$ cat src/rtl/xgmii_encoder.sv
// Transmit-side 64b/66b encoder: pairs two 32-bit XGMII beats into one 64-bit word and
// emits the matching 66-bit PCS block through a single-entry valid/ready output register.
module xgmii_encoder #(
    parameter int unsigned PCS_DATA_WIDTH   = 66,
    parameter int unsigned XGMII_DATA_WIDTH = 32,
    parameter int unsigned XGMII_DATA_BYTES = XGMII_DATA_WIDTH / 8
) (
    input  logic                        tx_clk,
    input  logic                        tx_rst,
    input  logic [XGMII_DATA_WIDTH-1:0] xgmii_data_in,
    input  logic [XGMII_DATA_BYTES-1:0] xgmii_ctrl_in,
    input  logic                        xgmii_valid_in,
    output logic                        xgmii_ready_out,
    output logic [PCS_DATA_WIDTH-1:0]   encoded_data_out,
    output logic                        encoded_valid_out,
    input  logic                        encoded_ready_in,
    output logic                        encode_error_out
);

    localparam logic IN_LOW  = 1'b0;
    localparam logic IN_HIGH = 1'b1;

    logic                        in_state_q, in_state_d;
    logic [XGMII_DATA_WIDTH-1:0] lo_data_q, lo_data_d;
    logic [XGMII_DATA_BYTES-1:0] lo_ctrl_q, lo_ctrl_d;
    logic [PCS_DATA_WIDTH-1:0]   out_q, out_d;
    logic                        valid_q, valid_d;
    logic                        err_q, err_d;
    logic                        accept;
    logic [PCS_DATA_WIDTH:0]     enc;

    // Returns {error, block}; anything not matching a legal pattern becomes an error block.
    function automatic logic [66:0] encode(input logic [63:0] d, input logic [7:0] c);
        logic [66:0] r;
        logic [7:0]  tmask;
        logic [63:0] pmask;
        logic        tail_ok;
        logic        found;
        logic [7:0]  ttype [8];
        ttype = '{8'h87, 8'h99, 8'hAA, 8'hB4, 8'hCC, 8'hD2, 8'hE1, 8'hFF};
        r     = {1'b1, 2'b10, 8'h1E, {8{7'h1E}}};
        found = 1'b0;
        if (c == 8'h00) begin
            r = {1'b0, 2'b01, d};
        end else if (c == 8'hFF && d == {8{8'h07}}) begin
            r = {1'b0, 2'b10, 8'h1E, 8'h07, 48'h0};
        end else if (c == 8'h01 && d[7:0] == 8'hFB) begin
            r = {1'b0, 2'b10, 8'h78, d[63:8]};
        end else if (c == 8'h1F && d[31:0] == {4{8'h07}} && d[39:32] == 8'hFB) begin
            r = {1'b0, 2'b10, 8'h33, 32'h0, d[63:40]};
        end else begin
            for (int k = 0; k < 8; k++) begin
                tmask   = 8'hFF << k;
                tail_ok = 1'b1;
                for (int j = k + 1; j < 8; j++) begin
                    if (d[8*j +: 8] != 8'h07) tail_ok = 1'b0;
                end
                if (!found && c == tmask && d[8*k +: 8] == 8'hFD && tail_ok) begin
                    found = 1'b1;
                    pmask = (64'd1 << (8 * k)) - 64'd1;
                    r     = {1'b0, 2'b10, ttype[k], d[55:0] & pmask[55:0]};
                end
            end
        end
        return r;
    endfunction

    assign xgmii_ready_out = (in_state_q == IN_LOW) | ~valid_q | encoded_ready_in;
    assign accept          = xgmii_valid_in & xgmii_ready_out;
    assign enc             = encode({xgmii_data_in, lo_data_q}, {xgmii_ctrl_in, lo_ctrl_q});

    always_comb begin
        in_state_d = in_state_q;
        lo_data_d  = lo_data_q;
        lo_ctrl_d  = lo_ctrl_q;
        out_d      = out_q;
        valid_d    = valid_q;
        err_d      = err_q;
        if (valid_q && encoded_ready_in) begin
            out_d   = '0;
            valid_d = 1'b0;
            err_d   = 1'b0;
        end
        if (accept) begin
            if (in_state_q == IN_LOW) begin
                lo_data_d  = xgmii_data_in;
                lo_ctrl_d  = xgmii_ctrl_in;
                in_state_d = IN_HIGH;
            end else begin
                in_state_d     = IN_LOW;
                {err_d, out_d} = enc;
                valid_d        = 1'b1;
            end
        end
    end

    always_ff @(posedge tx_clk or posedge tx_rst) begin
        if (tx_rst) begin
            in_state_q <= IN_LOW;
            lo_data_q  <= '0;
            lo_ctrl_q  <= '0;
            out_q      <= '0;
            valid_q    <= 1'b0;
            err_q      <= 1'b0;
        end else begin
            in_state_q <= in_state_d;
            lo_data_q  <= lo_data_d;
            lo_ctrl_q  <= lo_ctrl_d;
            out_q      <= out_d;
            valid_q    <= valid_d;
            err_q      <= err_d;
        end
    end

    assign encoded_data_out  = out_q;
    assign encoded_valid_out = valid_q;
    assign encode_error_out  = err_q;

endmodule

$ cat config.mk
export PLATFORM = sky130hd
export DESIGN_NAME = xgmii_encoder
export DESIGN_NICKNAME = d
export VERILOG_FILES = /design/src/rtl/xgmii_encoder.sv
export SDC_FILE = /design/constraint.sdc
export NUM_CORES = 1
export LEC_CHECK = 0
export BUFFER_PORTS_ARGS = -buffer_cell sky130_fd_sc_hd__buf_2
export CAP_MARGIN = 20
export CORE_MARGIN = 8
export CORE_UTILIZATION = 55
export CTS_BUF_LIST = sky130_fd_sc_hd__clkbuf_4 sky130_fd_sc_hd__clkbuf_8
export DETAILED_ROUTE_END_ITERATION = 6
export PLACE_DENSITY = 0.87
export SYNTH_ARGS = -nofsm -noshare
export SYNTH_HDL_FRONTEND = slang
export SYNTH_SLANG_ARGS = --single-unit
$ cat constraint.sdc
create_clock -name tx_clk -period 5 [get_ports tx_clk]
set_clock_uncertainty 0.2 [all_clocks]
set_input_delay 0.75 -clock tx_clk [delete_from_list [all_inputs] [get_ports tx_clk]]
set_output_delay 0.75 -clock tx_clk [all_outputs]
set_load 0.01 [all_outputs]
Word level (Yosys, flattened, before mapping)
Index checks and enable logic that the tools add are counted.

Add/subtract/negate cells: 0. Multipliers: 0. Div/mod/pow operators: 0. Order comparisons: 0. Equality and inequality tests: 29. Shift operators: 0. Muxes and demuxes: 113. Bitwise gates (word level): 5. Reduce and logical (&&, ||, !) cells: 36.

Operator list (number): two-way mux 67 bit (12); two-way mux 66 bit (3); equality test 8 bit, second input constant (18); two-way mux 1 bit (98); equality test 64 x 59 -> 1 bit, second input constant (1); inequality test 8 x 3 -> 1 bit, second input constant (7); equality test 32 x 27 -> 1 bit, second input constant (1); logical AND 1 bit (27); equality test 8 x 1 -> 1 bit, second input constant (1); equality test 8 x 5 -> 1 bit, second input constant (1); logical NOT 8 bit (1); logical NOT 1 bit (7); NOT 1 bit (2); bitwise OR 1 bit (2); AND reduction 2 bit (1); AND 1 bit (1).

Register bits: 105. Latch bits: 0. Bits in writable memories: 0. ROM bits: 0. Input port bits: 40. Output and inout port bits: 69. Word-level logic and storage cells: 189. Memories kept: 0.

Logic depth before layout (Yosys ltp)
Depth in word-level cells: 82. Mapped depth: 10. Gate-level depth less buffers: 7.

Worst setup path after synthesis
Ideal clock, no wire load.

Path type: input to register. From: input port xgmii_data_in[28]. To: register out_q[26] (netlist: encoded_data_out[26]). Setup time: 127 ps. Arrival: 3225 ps. Data required time: 4673 ps. Slack: 1448 ps. Stages on the path: 8. Path buffers: 1. Cell sequence: or4_1 -> or4_1 -> buf_2 -> or4_4 -> o21ai_4 -> o21ai_2 -> a222oi_1 -> inv_1.

Word-level cells in the longest chain between the ends: 76. Elaborated cells on any way between the ends: 115. Classes of those cells: 3 x eq/ne; 83 x mux; 29 x reduce/logical.

Ends and longest elaborated chain: start, declared (RTL line 10) `input logic [XGMII_DATA_WIDTH-1:0] xgmii_data_in,`; inequality test 8 x 3 -> 1 bit (RTL line 56) `if (d[8*j +: 8] != 8'h07) tail_ok = 1'b0;`; two-way mux 1 bit (RTL line 56); two-way mux 1 bit (RTL line 49) `end else if (c == 8'h1F && d[31:0] == {4{8'h07}} && d[39:32] == 8'hFB) begin`; two-way mux 1 bit (RTL line 47) `end else if (c == 8'h01 && d[7:0] == 8'hFB) begin`; two-way mux 1 bit (RTL line 45) `end else if (c == 8'hFF && d == {8{8'h07}}) begin`; two-way mux 1 bit (RTL line 43) `if (c == 8'h00) begin`; logical AND 1 bit (RTL line 58) `if (!found && c == tmask && d[8*k +: 8] == 8'hFD && tail_ok) begin`; two-way mux 1 bit (RTL line 58); (+61 left out); two-way mux 67 bit (RTL line 58); two-way mux 67 bit (RTL line 49); two-way mux 67 bit (RTL line 47); two-way mux 67 bit * (RTL line 45); two-way mux 67 bit * (RTL line 43); two-way mux 66 bit * (RTL line 85) `if (in_state_q == IN_LOW) begin`; two-way mux 66 bit * (RTL line 84) `if (accept) begin`; via out_d[26] (RTL line 26) `logic [PCS_DATA_WIDTH-1:0] out_q, out_d;`; end signal, assigned (RTL line 109) `out_q <= out_d;`; end, declared (RTL line 26).

Mark *: on every way through the listed nets, which the timed path passes. The rest lies on a longest branch. The select of a mux whose other input is x is not followed. A chain may end at the register's enable or synchronous reset.

Worst setup path in the final report
Ends and elaborated chain as after synthesis.

==> results.json <==
{
  "outcome": "completed",
  "synth_cells": 545,
  "yosys_warnings": 0,
  "ios": 109,
  "synthArstFlopShare_pct": 100,
  "drive_above_1_share_pct": 28.8,
  "startpoint": "xgmii_data_in[28]",
  "vias": 5590,
  "path_clk_slew_ps": 110,
  "grt_pass1_vias": 5511,
  "start_kind": "input pin",
  "antenna_left": 0,
  "cp_data_arrival_time_ps": 3880,
  "ys.flop_type": "dfrtp_1",
  "die_h_microns": 116,
  "wirelength_microns": 20400,
  "crit_required_ps": 5080,
  "cts_tree": "done",
  "timing.final.crit_share_pct": 76.1,
  "postCtsHoldBufs": 0,
  "tightest_slew_ps": 940,
  "htree_levels": 3,
  "overflow": 0,
  "dp.cells": 758,
  "core_area_sq_um": 9770,
  "ys_ff_latch": 105,
  "synth_nets": 585,
  "rr_worst_depth": 7,
  "initial_core_util_pct": 56.4,
  "grt_max_degree": 64,
  "end_kind": "register",
  "cap_violations": 0,
  "ctsLongestPathBuffers": 2,
  "crit_fanout": 17,
  "hold_viol": 0,
  "fin_crit_ps": 3800,
  "cts_buffers": 9,
  "yosysTopAreaCell": "dfrtp_1",
  "rr_endpoint": "encoded_data_out[53]",
  "fill_cells": 778,
  "stdcell_area_sq_um": 6460,
  "critical_path_class": "in -> reg",
  "finalSetupViolCount": 0,
  "dpl.hpwl_microns": 14500,
  "dpl_cell_area_sq_um": 6160,
  "syn_to_final_growth_pct": 17.1,
  "endpoint": "encoded_data_out[26]",
  "synthTopCellsByArea": "dfrtp_1 48%, mux2_2 7.4%, a22oi_1 7.2%",
  "gp_congestion": 0.967,
  "multiInputGateArea_sq_um": 2760,
  "seq_area_sq_um": 2630,
  "wl_per_cell_microns": 26.3,
  "ctsResizeCount": 0,
  "synthDistinctLibCells": 54,
  "rrSetupSlack_ps": 1280,
  "power_leakage_nw": 2.78,
  "drv_slew": 0,
  "grt_pass1_wl_microns": 31500,
  "cts.sinks": 105,
  "post-route-util_pct": 66.1,
  "grt_use_total_pct": 30.9,
  "stdcell_count": 776,
  "syn_avg_cell_area_sq_um": 10.1,
  "r2r_start": "lo_data_q[29]",
  "vias_per_cell": 7.20,
  "drc_errors": 0,
  "synth.most_common_cell": "dfrtp_1",
  "synth-seq-area-share_pct": 47.7,
  "synth_edf_count": 0,
  "synth_common_cells": "105 x dfrtp_1, 53 x a22oi_1, 49 x nand2_1, 44 x o21ai_0, 36 x mux2_2",
  "hold_path_class": "in -> async",
  "syn_area_sq_um": 5510,
  "first_pass_iters": 5,
  "diodes": 0,
  "slew_headroom_pct": 36.8,
  "cts_root_buf": "clkbuf_8",
  "post_cts_buffers": 0,
  "setup_tns_ps": 0,
  "synth_top_area_share_pct": 47.7,
  "port_buffers": 108,
  "antenna_found_initial": 0,
  "first_iter_violations": 652,
  "rows": 36,
  "worstSkewPairLatency_ps": 390,
  "vdd_drop_max_mv": 0.247,
  "powerDensity_nw_per_um2": 421,
  "rsz0062_at_grt": "no",
  "num-nets-final": 678,
  "fmax_ghz": 0.263,
  "dieArea_sq_um": 13500,
  "die_w_microns": 116
}
==> worst min-delay path by stage <==
stage,end,cells after the start,from
floorplan,encoded_data_out[8],1,lo_data_q[8]
finish,encoded_data_out[24],2,tx_rst
detailed placement,encoded_data_out[60],2,encoded_data_out[60]
CTS,encoded_data_out[58],2,encoded_data_out[58]
global route,encoded_data_out[57],1,encoded_data_out[57]
global placement,encoded_data_out[64],2,encoded_data_out[64]
==> routing by layer <==
layer	global-route usage, %	vias to the layer above	routed length [microns]
li1	-	2344	-
met1	41.0	2724	7850
met2	47.3	454	9280
met3	6.10	68	2500
met4	15.6	0	788
met5	0	-	0
==> cell usage in the layout (no fill, tap or decap), types with 4 or more instances in the layout <==
| cell type | instances |
|---|---|
| a21oi_1 | 10 |
| a221o_1 | 13 |
| a221oi_1 | 5 |
| a22oi_1 | 53 |
| and2_1 | 4 |
| buf_2 | 108 |
| buf_4 | 6 |
| bufinv_16 | 4 |
| clkbuf_8 | 9 |
| dfrtp_1 | 105 |
| inv_1 | 4 |
| mux2_2 | 36 |
| nand2_1 | 49 |
| nand2b_1 | 5 |
| nand3_1 | 13 |
| nand4_1 | 8 |
| nand4b_1 | 4 |
| nor2_1 | 28 |
| nor3_1 | 7 |
| nor4_1 | 14 |
| o211ai_1 | 10 |
| o21a_1 | 4 |
| o21ai_0 | 44 |
| o21ai_1 | 4 |
| o221ai_1 | 11 |
| o22a_1 | 5 |
| o22ai_1 | 14 |
| or3_1 | 6 |
| or4_1 | 13 |
==> report_power, final <==
part	switching [mW]	internal (mW)
Combinational	0.372	0.300
Sequential	0.276	1.06
Clock	0.315	0.390
==> layout make-up <==
class | instances | share of cell area (%)
Inverter | 5 | 0.329
Sequential cell | 105 | 40.7
Multi-Input combinational cell | 401 | 42.7
Timing Repair Buffer | 116 | 9.46
Clock inverter | 7 | 2.31
Tap cell | 133 | 2.58
Clock buffer | 9 | 1.92
==> stage by stage <==
step / power, mW / hold WS, ps / setup WS, ps
after floorplan: 1.65 / 305 / 1290
after global placement: 1.97 / 253 / 890
after detailed placement: 2.00 / 277 / 793
after CTS: 2.70 / 301 / 1220
after global routing: 2.83 / 341 / 1100
final: 2.72 / 299 / 1200
==> kinds of logic after synthesis <==
family / synth area share, %
multiplexers: 7.35
AO/OA/AOI/OAI: 25.5
buffers and inverters: 2.72
flip-flops: 47.7
AND/OR/NAND/NOR: 16.7
==> sequential cells by signal, indices dropped and copies added, names as in the netlist <==
name / cells
encode_error_out: 1
encoded_data_out: 66
encoded_valid_out: 1
in_state_q: 1
lo_ctrl_q: 4
lo_data_q: 32
==> worst max-delay path, stage by stage <==
cell,delay [ps]
buf_2,130
or4_1,510
or4_1,700
or4_4,640
o21ai_4,520
o21ai_2,170
a222oi_1,370
inv_1,80
Power figures use the tool's default switching activity.
